--- config.mk ---
export PLATFORM = sky130hd
export DESIGN_NAME = hazard_ctrl
export DESIGN_NICKNAME = d
export VERILOG_FILES = /design/src/rtl/hazard_pkg.sv /design/src/rtl/hazard_ctrl_mul_busy_cnt.sv /design/src/rtl/hazard_ctrl.sv
export SDC_FILE = /design/constraint.sdc
export NUM_CORES = 1
export LEC_CHECK = 0
export ABC_AREA = 0
export BUFFER_PORTS_ARGS = -buffer_cell sky130_fd_sc_hd__buf_2
export CORE_MARGIN = 10
export CORE_UTILIZATION = 37
export DETAILED_ROUTE_END_ITERATION = 8
export PLACE_DENSITY = 0.86
export SLEW_MARGIN = 10
export SYNTH_ARGS = -nofsm -noshare
export SYNTH_HDL_FRONTEND = slang
export SYNTH_SLANG_ARGS = --single-unit
export TNS_END_PERCENT = 100
--- constraint.sdc ---
create_clock -name clk -period 4.2 [get_ports clk]
set_input_delay 1.26 -clock clk [delete_from_list [all_inputs] [get_ports clk]]
set_output_delay 1.26 -clock clk [all_outputs]
set_load 0.03 [all_outputs]
--- src/rtl/hazard_pkg.sv ---
`default_nettype none
// ============================================================================
// Module      : hazard_pkg
// Description : Shared types and constants for the pipeline hazard controller.
// Revision    : 1.0 - initial release
// ============================================================================
package hazard_pkg;

    typedef enum logic [0:0] {
        RUN      = 1'b0,
        MUL_BUSY = 1'b1
    } state_t;

    localparam int MUL_LAT_MIN = 2;
    localparam int MUL_LAT_MAX = 16;

    // sll $0,$0,0 -- the instruction word the pipeline registers load on a flush
    localparam logic [31:0] C_NOP_INSTR = 32'h0000_0000;

endpackage
`default_nettype wire

--- src/rtl/hazard_ctrl_mul_busy_cnt.sv ---
`default_nettype none
// ============================================================================
// Module      : mul_busy_cnt
// Description : Multiply freeze countdown; loads MUL_LAT-1, flags last cycle.
// Revision    : 1.0 - initial release
// ============================================================================
module mul_busy_cnt #(
    parameter int MUL_LAT = 4,
    parameter int CNT_W   = $clog2(MUL_LAT)
) (
    input  logic             clk,
    input  logic             rst,
    input  logic             load,
    input  logic             dec,
    output logic [CNT_W-1:0] cnt,
    output logic             last
);

    localparam logic [CNT_W-1:0] C_LOAD_VAL = CNT_W'(MUL_LAT - 1);

    logic [CNT_W-1:0] r_cnt;

    always_ff @(posedge clk) begin
        if (rst) begin
            r_cnt <= '0;
        end else if (load) begin
            r_cnt <= C_LOAD_VAL;
        end else if (dec && (r_cnt != '0)) begin
            r_cnt <= r_cnt - 1'b1;
        end
    end

    assign cnt  = r_cnt;
    assign last = (r_cnt == CNT_W'(1));

endmodule
`default_nettype wire

--- src/rtl/hazard_ctrl.sv ---
`default_nettype none
// ============================================================================
// Module      : hazard_ctrl
// Description : Load-use stall, branch flush and multiply freeze control.
//               HAZARD_PERF_EN enables the stall/flush performance counters.
// Revision    : 1.0 - initial release
// ============================================================================
module hazard_ctrl
    import hazard_pkg::*;
#(
    parameter int MUL_LAT = 4
) (
    input  logic        clk,
    input  logic        rst,
    input  logic [4:0]  ID_Rs,
    input  logic [4:0]  ID_Rt,
    input  logic        ID_uses_rt,
    input  logic        ID_is_mul,
    input  logic        EX_MemRead,
    input  logic [4:0]  EX_WR_out,
    input  logic        EX_branch_taken,
    output logic        PC_write,
    output logic        IF_ID_write,
    output logic        IF_ID_flush,
    output logic        ID_EX_write,
    output logic        ID_EX_flush,
    output logic        EX_M_bubble,
    output logic        mul_start,
    output logic        mul_busy,
    output logic [31:0] stall_cnt,
    output logic [31:0] flush_cnt
);

    localparam int CNT_W = $clog2(MUL_LAT);

    if ((MUL_LAT < MUL_LAT_MIN) || (MUL_LAT > MUL_LAT_MAX)) begin : g_bad_mul_lat
        $error("hazard_ctrl: MUL_LAT out of range");
    end

    state_t           r_state;
    logic [CNT_W-1:0] w_cnt;
    logic             w_last;
    logic             w_lu;
    logic             w_in_run;
    logic             w_in_busy;
    logic             w_issue_mul;
    logic             w_lu_stall;
    logic             w_branch_flush;

    assign w_lu = EX_MemRead && (EX_WR_out != 5'd0) &&
                  ((EX_WR_out == ID_Rs) || (ID_uses_rt && (EX_WR_out == ID_Rt)));

    assign w_in_run       = !rst && (r_state == RUN);
    assign w_in_busy      = !rst && (r_state == MUL_BUSY);
    assign w_branch_flush = w_in_run && EX_branch_taken;
    assign w_lu_stall     = w_in_run && !EX_branch_taken && w_lu;
    assign w_issue_mul    = w_in_run && !EX_branch_taken && !w_lu && ID_is_mul;

    mul_busy_cnt #(
        .MUL_LAT (MUL_LAT),
        .CNT_W   (CNT_W)
    ) u_mul_busy_cnt (
        .clk  (clk),
        .rst  (rst),
        .load (w_issue_mul),
        .dec  (w_in_busy),
        .cnt  (w_cnt),
        .last (w_last)
    );

    always_ff @(posedge clk) begin
        if (rst) begin
            r_state <= RUN;
        end else begin
            case (r_state)
                RUN:      if (w_issue_mul) r_state <= MUL_BUSY;
                MUL_BUSY: if (w_last)      r_state <= RUN;
                default:  r_state <= RUN;
            endcase
        end
    end

    // Reset holds everything in the free-running pass-through configuration
    always_comb begin
        PC_write    = 1'b1;
        IF_ID_write = 1'b1;
        IF_ID_flush = 1'b0;
        ID_EX_write = 1'b1;
        ID_EX_flush = 1'b0;
        EX_M_bubble = 1'b0;
        mul_start   = w_issue_mul;
        mul_busy    = w_in_busy;
        if (w_branch_flush) begin
            IF_ID_flush = 1'b1;
            ID_EX_flush = 1'b1;
        end else if (w_lu_stall) begin
            PC_write    = 1'b0;
            IF_ID_write = 1'b0;
            ID_EX_flush = 1'b1;
        end
        if (w_in_busy) begin
            PC_write    = 1'b0;
            IF_ID_write = 1'b0;
            ID_EX_write = 1'b0;
            EX_M_bubble = 1'b1;
        end
    end

`ifdef HAZARD_PERF_EN
    logic [31:0] r_stall_cnt;
    logic [31:0] r_flush_cnt;

    always_ff @(posedge clk) begin
        if (rst) begin
            r_stall_cnt <= 32'd0;
            r_flush_cnt <= 32'd0;
        end else begin
            if ((w_lu_stall || w_in_busy) && (r_stall_cnt != 32'hFFFF_FFFF))
                r_stall_cnt <= r_stall_cnt + 32'd1;
            if (w_branch_flush && (r_flush_cnt != 32'hFFFF_FFFF))
                r_flush_cnt <= r_flush_cnt + 32'd1;
        end
    end

    assign stall_cnt = r_stall_cnt;
    assign flush_cnt = r_flush_cnt;
`else
    assign stall_cnt = 32'd0;
    assign flush_cnt = 32'd0;
`endif

endmodule
`default_nettype wire

* Word-level counts from Yosys, hierarchy flattened *
Index checks and enable logic that the tools add are counted.

word-level totals
  bits in registers = 3
  input port bits = 21

operators by class
  add/sub/neg operators = 1
  eq/ne operators = 3
  mux-type cells = 13
  bitwise logic cells = 1
  reduce and logical (&&, ||, !) cells = 18

operators with widths
  kind                 number
  $logic_and 1x1->1    11
  $eq 5x5->1           2
  $mux 1               10
  $reduce_bool 5->1    1
  $mux 2               2
  $reduce_bool 2->1    2
  $logic_not 1->1      3
  $eq 2x1->1 const B   1
  $pmux 1 s2           1
  $sub 2x1->2 const B  1
  $logic_or 1x1->1     1
  $not 1->1            1

* Longest topological paths before layout *
Gate-level depths: netlist of the first run.

  word-level depth = 9
  depth in mapped cells = 6
  gate-level depth less buffers = 6

* Hierarchy *
Synthesis of the first run repeated with hierarchy kept, for this count alone.

second synthesis, totals
  cells, all modules = 110
  area total of the unflattened synthesis = 848.3 um^2

modules (own cells, without submodules)
  module        instances  cells each  area an instance (um^2)  seq. area each (um^2)
  hazard_ctrl   1          97          720.7                    20.0
  mul_busy_cnt  1          13          127.6                    40.0

* Worst setup path before layout of the first run *
OpenSTA, ideal clock, no wires.

  path kind = input to output
  from = input EX_WR_out[1]
  to = output PC_write
  arrival = 2.779 ns
  data required time = 2.940 ns
  setup slack = 0.161 ns
  cell stages on the path = 5
  cells stage by stage = or4_1 -> o21ai_2 -> a21oi_1 -> a21oi_1 -> buf_4

between the ends
  longest elaborated chain between the ends = 8
  elaborated cells on any way between the ends = 11
  those cells by class = eq/ne (2); mux (3); reduce/logical (6)

RTL lines
  what                     RTL line           RTL
  start, declared          hazard_ctrl.sv:20  input logic [4:0] EX_WR_out,
  $eq 5x5->1               hazard_ctrl.sv:51  ((EX_WR_out == ID_Rs) || (ID_uses_rt && (EX_WR_out == ID_Rt)));
  $logic_and 1x1->1        hazard_ctrl.sv:51
  $logic_or 1x1->1         hazard_ctrl.sv:51
  $logic_and 1x1->1 (*)    hazard_ctrl.sv:50  assign w_lu = EX_MemRead && (EX_WR_out != 5'd0) &&
  $logic_and 1x1->1 (*)    hazard_ctrl.sv:56  assign w_lu_stall = w_in_run && !EX_branch_taken && w_lu;
  $mux 1 (*) (3 in a row)  n/a
  end, declared            hazard_ctrl.sv:22  output logic PC_write,

Mark *: on every way between the ends. The rest lies on a longest branch, timed or not.

* Final worst setup path of the first run *
  from = input EX_WR_out[1]
  to = output mul_start

between the ends
  longest elaborated chain between the ends = 7
  elaborated cells on any way between the ends = 10
  those cells by class = eq/ne (2); reduce/logical (8)

RTL lines
  what                                RTL line           RTL
  $eq 5x5->1                          hazard_ctrl.sv:51
  $logic_and 1x1->1                   hazard_ctrl.sv:51
  $logic_or 1x1->1                    hazard_ctrl.sv:51
  $logic_and 1x1->1 (*)               hazard_ctrl.sv:50
  $logic_not 1->1 (*)                 hazard_ctrl.sv:57  assign w_issue_mul = w_in_run && !EX_branch_taken && !w_lu && ID_is_mul;
  $logic_and 1x1->1 (*) (2 in a row)  hazard_ctrl.sv:57
  end, declared                       hazard_ctrl.sv:28  output logic mul_start,

Marked as above.

==> flow_metrics.env, run 1 <==
export IMPL_critPathLaunch="EX_WR_out[1]"
export IMPL_syn_to_final_growth_pct=-6.92
export IMPL_h_tree_depth=1
export IMPL_top_layer="met3"
export IMPL_yosys_warnings=0
export IMPL_post_cts_setup_buffer_count=0
export IMPL_setup_viol=0
export IMPL_grt_max_degree=7
export IMPL_r2r_cells=3
export IMPL_path_class="primary input to output port"
export IMPL_max_clock_freq_ghz=0.264
export IMPL_mostFrequentLayoutCells="conb_1, buf_2, xor2_1"
export IMPL_place_ws_ns=0.395
export IMPL_start_util_pct=38.4
export IMPL_ios=93
export IMPL_numCtsBuffers=3
export IMPL_gp_congestion=0.702
export IMPL_finalPower_mw=0.235
export IMPL_drive_gt1_share_pct=23.7
export IMPL_via_count=550
export IMPL_n_antenna_cell=0
export IMPL_drc=0
export IMPL_status="finished, final reports clean"
export IMPL_synth_top_family_by_area="buffers and inverters"
export IMPL_p_leak_nw=0.468
export IMPL_fillers=246
export IMPL_clk_insertion_delay_late_ns=0.23
export IMPL_port_buffers=28
export IMPL_ant_nets=0
export IMPL_rsz0062_at_grt="no"
export IMPL_groute_usage_overall_pct=7.52
export IMPL_min_path_type="register to register"
export IMPL_synth_compound_area_share_pct=6.47
export IMPL_synth_xor_area_share_pct=11.6
export IMPL_min_period_over_period_pct=90.3
export IMPL_clock_sinks=3
export IMPL_cts_root_buf="clkbuf_4"
export IMPL_grt_pass1_wl_um=2730
export IMPL_drt_initial_drc_count=6
export IMPL_postRouteWirelength_um=1930
export IMPL_antenna_found_initial=0
export IMPL_r2r_start="r_state"
export IMPL_multiInputGateArea_um2=498
export IMPL_ys_seq_elements=3
export IMPL_synthAdderAreaFrac_pct=3.01
export IMPL_wl_met2_um=1050
export IMPL_cts_path_max_buffers=2
export IMPL_die_w_um=67.4
export IMPL_vdd_drop_max_v=0.0000859
export IMPL_wl_met1_um=593
export IMPL_r2r_end="u_mul_busy_cnt.cnt[1]"
export IMPL_ys_seq_area_share_pct=7.22
export IMPL_reg2reg_slack_ns=2.98
export IMPL_nets=163
export IMPL_avgSynthCellArea_um2=7.56
export IMPL_period_minus_slack_ns=3.79
export IMPL_whs_ns=0.572
export IMPL_critPathRequiredTime_ns=2.94
export IMPL_synth_simple_area_share_pct=9.92
export IMPL_dpl_hpwl_um=1840
export IMPL_ctsResizeCount=0
export IMPL_clock_skew_ns=0.00207
export IMPL_utilization_pct=35.7
export IMPL_cts_hold_buffers=0
export IMPL_power_density_mw_per_mm2=303
export IMPL_end_kind="output port"
export IMPL_via_per_inst=3.29
export IMPL_dieArea_mm2=0.00455
export IMPL_tns_ns=0
export IMPL_synthMuxAreaShare_pct=0
export IMPL_grt_ovfl_total=0
export IMPL_cp_max_fo=4
export IMPL_fin_ws_ns=0.408
export IMPL_crit_path_end="mul_start"
export IMPL_final_common_cell="conb_1"
export IMPL_drv_slew=0
export IMPL_cts_clk_slew_worst_paths_ns=0.04
export IMPL_drtPass1Iterations=2
export IMPL_ys_types=23
export IMPL_wl_met3_um=291
export IMPL_drv_cap=0
export IMPL_start_kind="primary input"
export IMPL_core_area_mm2=0.00217
export IMPL_first_global_vias=607
export IMPL_avgRoutedWirePerCell_um=11.6
export IMPL_seq_area_um2=60.1
export IMPL_syn_inst=110
export IMPL_worst_ep_arrival_time_ns=2.53
export IMPL_cts_tree="built"
export IMPL_die_h_um=67.4
export IMPL_synth_area_um2=832
export IMPL_hold_viol=0
export IMPL_rows=17
-- report_power, final --
part,total [mW],internal [mW],switching [mW]
logic,0.144,0.0284,0.115
clock network,0.0514,0.0357,0.0158
registers,0.0395,0.0348,0.00477
-- routing by layer --
| metal | global-route usage [%] | vias to the layer above |
|---|---|---|
| li1 | - | 276 |
| met1 | 6.87 | 233 |
| met2 | 13.3 | 41 |
| met3 | 5.12 | 0 |
| met4 | 2.31 | 0 |
| met5 | 0 | - |
-- critical path, stage by stage --
cell and delay (ns):
buf_2 0.12, or4_1 0.54, o21ai_2 0.14, and2_1 0.15
inv_2 0.06, nand2_1 0.06, buf_2 0.20
-- cell type report --
class                           count  share of cell area (%)
Clock buffer                        4                    3.39
Inverter                            4                    1.94
Multi-Input combinational cell    100                    64.3
Sequential cell                     3                    7.75
Tap cell                           28                    4.52
Timing Repair Buffer               28                    18.1
-- cells by family after synthesis --
kind of cell | count (synthesis)
buffers and inverters | 70
and+or+nand+nor | 15
xor gates and xnor gates | 11
AOI/OAI and AO/OA | 8
DFF | 3
adders and majority gates | 2
other | 1
-- worst min-delay path by stage --
| stage | cells after the start | slack (ns) | end | from |
|---|---|---|---|---|
| floorplan | 2 | 0.55 | u_mul_busy_cnt.cnt[1] | u_mul_busy_cnt.cnt[1] |
| global placement | 2 | 0.57 | u_mul_busy_cnt.cnt[1] | u_mul_busy_cnt.cnt[1] |
| detailed placement | 2 | 0.59 | u_mul_busy_cnt.cnt[1] | u_mul_busy_cnt.cnt[1] |
| CTS | 2 | 0.58 | r_state | r_state |
| global route | 2 | 0.64 | r_state | r_state |
| finish | 2 | 0.57 | r_state | r_state |
-- stage by stage --
stage	cell area, µm²	instances
detailed placement	748	163
global placement	748	163
finish	774	167
floorplan	1070	173
global route	774	167
CTS	774	167
-- cells in the mapped netlist, drive strengths merged --
library cell | instances | area (µm²)
buf | 66 | 495
xor2 | 7 | 61.3
inv | 4 | 15.0
xnor2 | 4 | 35.0
dfxtp | 3 | 60.1
nand3 | 3 | 15.0
o211ai | 3 | 22.5
a21oi | 2 | 10.0
and2 | 2 | 12.5
ha | 2 | 25.0
nand2 | 2 | 7.51
nor2 | 2 | 7.51
o21ai | 2 | 13.8
conb | 1 | 3.75
nand2b | 1 | 6.26
nor2b | 1 | 6.26
nor3 | 1 | 5.00
nor4 | 1 | 6.26
nor4b | 1 | 8.76
o21a | 1 | 7.51
or4 | 1 | 7.51
-- state kept, by name, indices dropped and copies added, names as in the netlist --
register	cells
r_state	1
u_mul_busy_cnt.cnt	2
Note: power is estimated with default switching activity, not from simulation.
==> run 2, diff against run 1 <==
- CORE_MARGIN: 10 -> unset
==> run 2 against run 1 <==
Largest power group unchanged. Final cell count decreased by 0.60%. Die area down 46%. Flip-flop and latch count is the same. Setup slack worse by 0.031 ns. Final area down 0.16%. Total power down 0.38%. Highest routed layer is now met4. Worst hold slack improved by 0.019 ns. Fmax is 0.81% lower. Sequential share of layout area hardly changed. Non-clock buffer count stayed put.
==> flow_metrics.env, run 2 (synthesized netlist as in run 1, its figures left out) <==
export IMPL_status="finished, final reports clean"
export IMPL_syn_to_final_growth_pct=-7.07
export IMPL_switching_share_pct=57.6
export IMPL_clock_skew_ns=0.00729
export IMPL_drv_slew=0
export IMPL_gp_congestion=0.732
export IMPL_postRouteWirelength_um=1170
export IMPL_hold_viol=0
export IMPL_drc=0
export IMPL_via_count=571
export IMPL_max_clock_freq_ghz=0.262
export IMPL_critPathRequiredTime_ns=2.94
export IMPL_via_per_inst=3.44
export IMPL_cts_hold_buffers=0
export IMPL_dpl_hpwl_um=1050
export IMPL_ant_nets=0
export IMPL_r2r_start="u_mul_busy_cnt.cnt[0]"
export IMPL_dieArea_mm2=0.00244
export IMPL_tns_ns=0
export IMPL_fin_ws_ns=0.377
export IMPL_end_kind="output port"
export IMPL_setup_viol=0
export IMPL_p_seq_share_pct=16.8
export IMPL_rsz0062_at_grt="no"
export IMPL_combPwrFrac_pct=60.6
export IMPL_mostFrequentLayoutCells="conb_1, buf_2, xor2_1"
export IMPL_r2r_cells=6
export IMPL_fin_area_um2=773
export IMPL_power_internal_mw=0.0992
export IMPL_avgRoutedWirePerCell_um=7.06
export IMPL_worst_ep_arrival_time_ns=2.56
export IMPL_n_antenna_cell=0
export IMPL_cp_max_fo=3
export IMPL_clk_insertion_delay_late_ns=0.24
export IMPL_min_period_over_period_pct=91.0
export IMPL_grt_pass1_wl_um=1660
export IMPL_drv_cap=0
export IMPL_p_leak_nw=0.468
export IMPL_die_w_um=49.4
export IMPL_final_common_cell="conb_1"
export IMPL_drive_gt1_share_pct=23.7
export IMPL_r2r_end="u_mul_busy_cnt.cnt[1]"
export IMPL_ios=93
export IMPL_port_buffers=28
export IMPL_period_minus_slack_ns=3.82
export IMPL_start_kind="primary input"
export IMPL_die_h_um=49.4
export IMPL_nets=163
export IMPL_path_class="primary input to output port"
export IMPL_first_global_vias=419
export IMPL_dp_cells=162
export IMPL_finalPower_mw=0.234
export IMPL_fillers=232
export IMPL_clock_sinks=3
export IMPL_power_density_mw_per_mm2=302
export IMPL_path_depth=7
export IMPL_cts_path_max_buffers=2
export IMPL_clkPwrFrac_pct=22.5
export IMPL_reg2reg_slack_ns=3.01
export IMPL_min_path_type="register to register"
export IMPL_cp_top_family="simple AND/OR/NAND/NOR gates"
export IMPL_rows=16
export IMPL_cp_common_cell="buf_2"
export IMPL_p_sw_mw=0.135
export IMPL_critPathLaunch="EX_WR_out[4]"
export IMPL_h_tree_depth=1
export IMPL_antenna_found_initial=0
export IMPL_cp_slowest_cell="nor4_1"
export IMPL_post_cts_setup_buffer_count=0
export IMPL_grt_ovfl_total=0
export IMPL_path_buf_inv=2
export IMPL_path_cells="buf_2 > xor2_1 > nor4_1 > nand3_1 > a21oi_1 > o21a_1 > buf_2"
export IMPL_dpl_cell_area_um2=747
export IMPL_ctsResizeCount=0
export IMPL_start_util_pct=40.7
export IMPL_grt_max_degree=7
export IMPL_vdd_drop_max_v=0.0000985
export IMPL_drt_initial_drc_count=0
export IMPL_cts_root_buf="clkbuf_4"
export IMPL_place_ws_ns=0.371
export IMPL_groute_usage_overall_pct=9.27
export IMPL_instances_no_fill=166
export IMPL_cpPeakStageDelay_ns=0.28
export IMPL_drtPass1Iterations=1
export IMPL_cts_tree="built"
export IMPL_largest_register_ff_count=2
export IMPL_crit_path_end="ID_EX_flush"
export IMPL_core_area_mm2=0.00204
export IMPL_cts_clk_slew_worst_paths_ns=0.04
export IMPL_numCtsBuffers=3
-- run 2: cell counts in the layout (fill, tap and decap cells not counted) --
No cell type changed its count.
-- run 2: area by class of cell --
class / count / area [µm²] / area share, %
multi-input cells: 100 / 498 / 64.4
repair buffers: 28 / 140 / 18.1
flip-flops and latches: 3 / 60.1 / 7.77
well taps: 27 / 33.8 / 4.37
clock buffers: 4 / 26.3 / 3.40
inverters: 4 / 15.0 / 1.94
-- run 2: worst min-delay path by stage --
stage / startpoint / endpoint / slack (ns) / cells past startpoint
4_1_cts: r_state / r_state / 0.60 / 2
6_report: r_state / r_state / 0.59 / 2
2_1_floorplan: u_mul_busy_cnt.cnt[1] / u_mul_busy_cnt.cnt[1] / 0.55 / 2
3_3_place_gp: u_mul_busy_cnt.cnt[1] / u_mul_busy_cnt.cnt[1] / 0.57 / 2
3_5_place_dp: r_state / r_state / 0.59 / 2
5_1_grt: r_state / r_state / 0.63 / 2
-- run 2: worst min-delay path: stages, from the launching register on --
cell and delay, ns:
dfxtp_1 0.32, nand2b_1 0.12, o211ai_1 0.09
-- run 2: routing by layer --
| metal | vias to the layer above | share of wire [%] | global-route usage [%] |
|---|---|---|---|
| met5 | - | 0 | 0 |
| met4 | 0 | 0.68 | 4.29 |
| met2 | 53 | 50 | 16.0 |
| met3 | 2 | 14 | 4.98 |
| met1 | 239 | 35 | 9.02 |
| li1 | 277 | - | - |
-- run 2: power groups by stage --
stage	registers (mW)	logic, mW	clock network [mW]
global route	0.0402	0.153	0.0577
CTS	0.0394	0.141	0.0555
detailed placement	0.0399	0.141	0
finish	0.0394	0.142	0.0526
floorplan	0.0387	0.166	0
global placement	0.0394	0.140	0
-- run 2: per-stage QoR --
| step | utilization, % | hold WS (ns) |
|---|---|---|
| after floorplan | - | 0.548 |
| after global placement | 36.6 | 0.571 |
| after detailed placement | 36.6 | 0.586 |
| after CTS | 37.9 | 0.598 |
| after global routing | 37.9 | 0.630 |
| final | 37.9 | 0.591 |
==> run 3, diff against run 2 <==
- CORE_UTILIZATION: 37 -> 31
- CTS_CLUSTER_SIZE: unset -> 12
- PLACE_DENSITY: 0.86 -> 0.77
- SKIP_LAST_GASP: unset -> 1
- clock period: 4.2 -> 3.3 ns (I/O delays scaled with it)
==> run 3 against run 2 <==
Sequential share of layout area decreased by 0.34 points. Critical endpoint is now mul_start. Via count is 0.35% higher. Sequential power is 27% higher. Routed wire length is 2.4% lower. Clock-buffer cell count unchanged. Non-clock buffer count is 2 higher. Die area rose by 19%. Final cell count up 3.0%. Clock skew fell by 0.0068 ns. Total power up 28%. Global-route usage shrank 1.5 points.
==> flow_metrics.env, run 3 (synthesized netlist as in run 1, its figures left out) <==
export IMPL_n_antenna_cell=0
export IMPL_avgRoutedWirePerCell_um=6.69
export IMPL_gp_congestion=0.669
export IMPL_drv_slew=0
export IMPL_cts_root_buf="clkbuf_4"
export IMPL_whs_path_depth=2
export IMPL_min_period_over_period_pct=97.4
export IMPL_p_sw_mw=0.171
export IMPL_drc=0
export IMPL_period_minus_slack_ns=3.21
export IMPL_first_global_vias=403
export IMPL_start_kind="primary input"
export IMPL_rsz0062_at_grt="no"
export IMPL_status="finished, final reports clean"
export IMPL_path_class="primary input to output port"
export IMPL_setup_viol=0
export IMPL_dp_cells=167
export IMPL_power_internal_mw=0.129
export IMPL_start_util_pct=33.3
export IMPL_whs_ns=0.588
export IMPL_drive_gt1_share_pct=27.0
export IMPL_utilization_pct=32.3
export IMPL_die_w_um=53.8
export IMPL_place_ws_ns=0.00644
export IMPL_clock_skew_ns=0.000488
export IMPL_core_area_mm2=0.00250
export IMPL_post_cts_setup_buffer_count=0
export IMPL_clock_sinks=3
export IMPL_die_h_um=53.8
export IMPL_cts_tree="built"
export IMPL_clkPwrFrac_pct=21.5
export IMPL_largest_register_ff_count=2
export IMPL_cp_common_cell="buf_2"
export IMPL_switching_share_pct=57.0
export IMPL_fin_ws_ns=0.0851
export IMPL_p_leak_nw=0.477
export IMPL_syn_to_final_growth_pct=-2.86
export IMPL_cp_max_fo=3
export IMPL_ios=93
export IMPL_max_clock_freq_ghz=0.311
export IMPL_r2r_start="u_mul_busy_cnt.cnt[0]"
export IMPL_ctsResizeCount=0
export IMPL_ant_nets=0
export IMPL_grt_ovfl_total=0
export IMPL_end_kind="output port"
export IMPL_drt_initial_drc_count=0
export IMPL_fin_area_um2=808
export IMPL_postRouteWirelength_um=1140
export IMPL_dpl_hpwl_um=1090
export IMPL_via_count=573
export IMPL_cpPeakStageDelay_ns=0.52
export IMPL_final_common_cell="conb_1"
export IMPL_clk_insertion_delay_late_ns=0.23
export IMPL_combPwrFrac_pct=61.8
export IMPL_worstHoldStart="r_state"
export IMPL_r2r_end="u_mul_busy_cnt.cnt[1]"
export IMPL_worst_ep_arrival_time_ns=2.22
export IMPL_dpl_cell_area_um2=769
export IMPL_cts_hold_buffers=0
export IMPL_critPathLaunch="EX_WR_out[2]"
export IMPL_nets=165
export IMPL_groute_usage_overall_pct=7.80
export IMPL_tns_ns=0
export IMPL_drtPass1Iterations=1
export IMPL_reg2reg_slack_ns=2.09
export IMPL_rows=18
export IMPL_hold_path_endpoint="r_state"
export IMPL_via_per_inst=3.35
export IMPL_grt_pass1_wl_um=1540
export IMPL_cts_clk_slew_worst_paths_ns=0.04
export IMPL_mostFrequentLayoutCells="conb_1, buf_2, xor2_1"
export IMPL_drv_cap=0
export IMPL_instances_no_fill=171
export IMPL_grt_max_degree=7
export IMPL_critPathRequiredTime_ns=2.31
export IMPL_power_density_mw_per_mm2=371
export IMPL_cts_path_max_buffers=2
export IMPL_r2r_cells=6
export IMPL_cp_slowest_cell="or4_1"
export IMPL_vdd_drop_max_v=0.000136
export IMPL_finalPower_mw=0.300
export IMPL_path_cells="buf_2 > or4_1 > o21ai_2 > and2_1 > inv_2 > nand2_1 > buf_2"
export IMPL_p_seq_share_pct=16.7
export IMPL_hold_viol=0
export IMPL_fillers=286
export IMPL_numCtsBuffers=3
export IMPL_antenna_found_initial=0
export IMPL_dieArea_mm2=0.00289
export IMPL_min_path_type="register to register"
export IMPL_h_tree_depth=1
export IMPL_port_buffers=28
## run 3: worst max-delay path: cells and delay by family
family          cells  cell delay (ns)
compound gates      1             0.16
buf+inv             3             0.35
simple gates        3             0.72
## run 3: worst max-delay path by stage
| stage | slack, ns | end | depth (start not counted) |
|---|---|---|---|
| 3_5_place_dp | 0.006 | ID_EX_flush | 7 |
| 3_3_place_gp | 0.002 | ID_EX_flush | 7 |
| 2_1_floorplan | 0.002 | PC_write | 5 |
| 6_report | 0.09 | mul_start | 7 |
| 5_1_grt | 0.0009 | ID_EX_flush | 7 |
| 4_1_cts | 0.01 | ID_EX_flush | 7 |
## run 3: final cells by class
| class | instances | area [µm²] | area share [%] |
|---|---|---|---|
| inverters | 4 | 15.0 | 1.86 |
| well taps | 30 | 37.5 | 4.64 |
| flip-flops and latches | 3 | 60.1 | 7.43 |
| clock buffers | 4 | 26.3 | 3.25 |
| multi-input cells | 100 | 512 | 63.3 |
| repair buffers | 30 | 158 | 19.5 |
## run 3: power groups by stage
stage | clock [mW] | sequential, mW | combinational (mW)
5_1_grt | 0.0698 | 0.0508 | 0.201
4_1_cts | 0.0671 | 0.0501 | 0.184
3_3_place_gp | 0 | 0.0502 | 0.181
2_1_floorplan | 0 | 0.0493 | 0.212
6_report | 0.0644 | 0.0501 | 0.185
3_5_place_dp | 0 | 0.0508 | 0.183
## run 3: metal layers
metal | vias up | global-route usage, % | routed length (µm)
met4 | 0 | 6.58 | 15
met5 | - | 0 | 0
met1 | 249 | 6.47 | 334
li1 | 280 | - | -
met2 | 42 | 14.8 | 666
met3 | 2 | 2.26 | 128
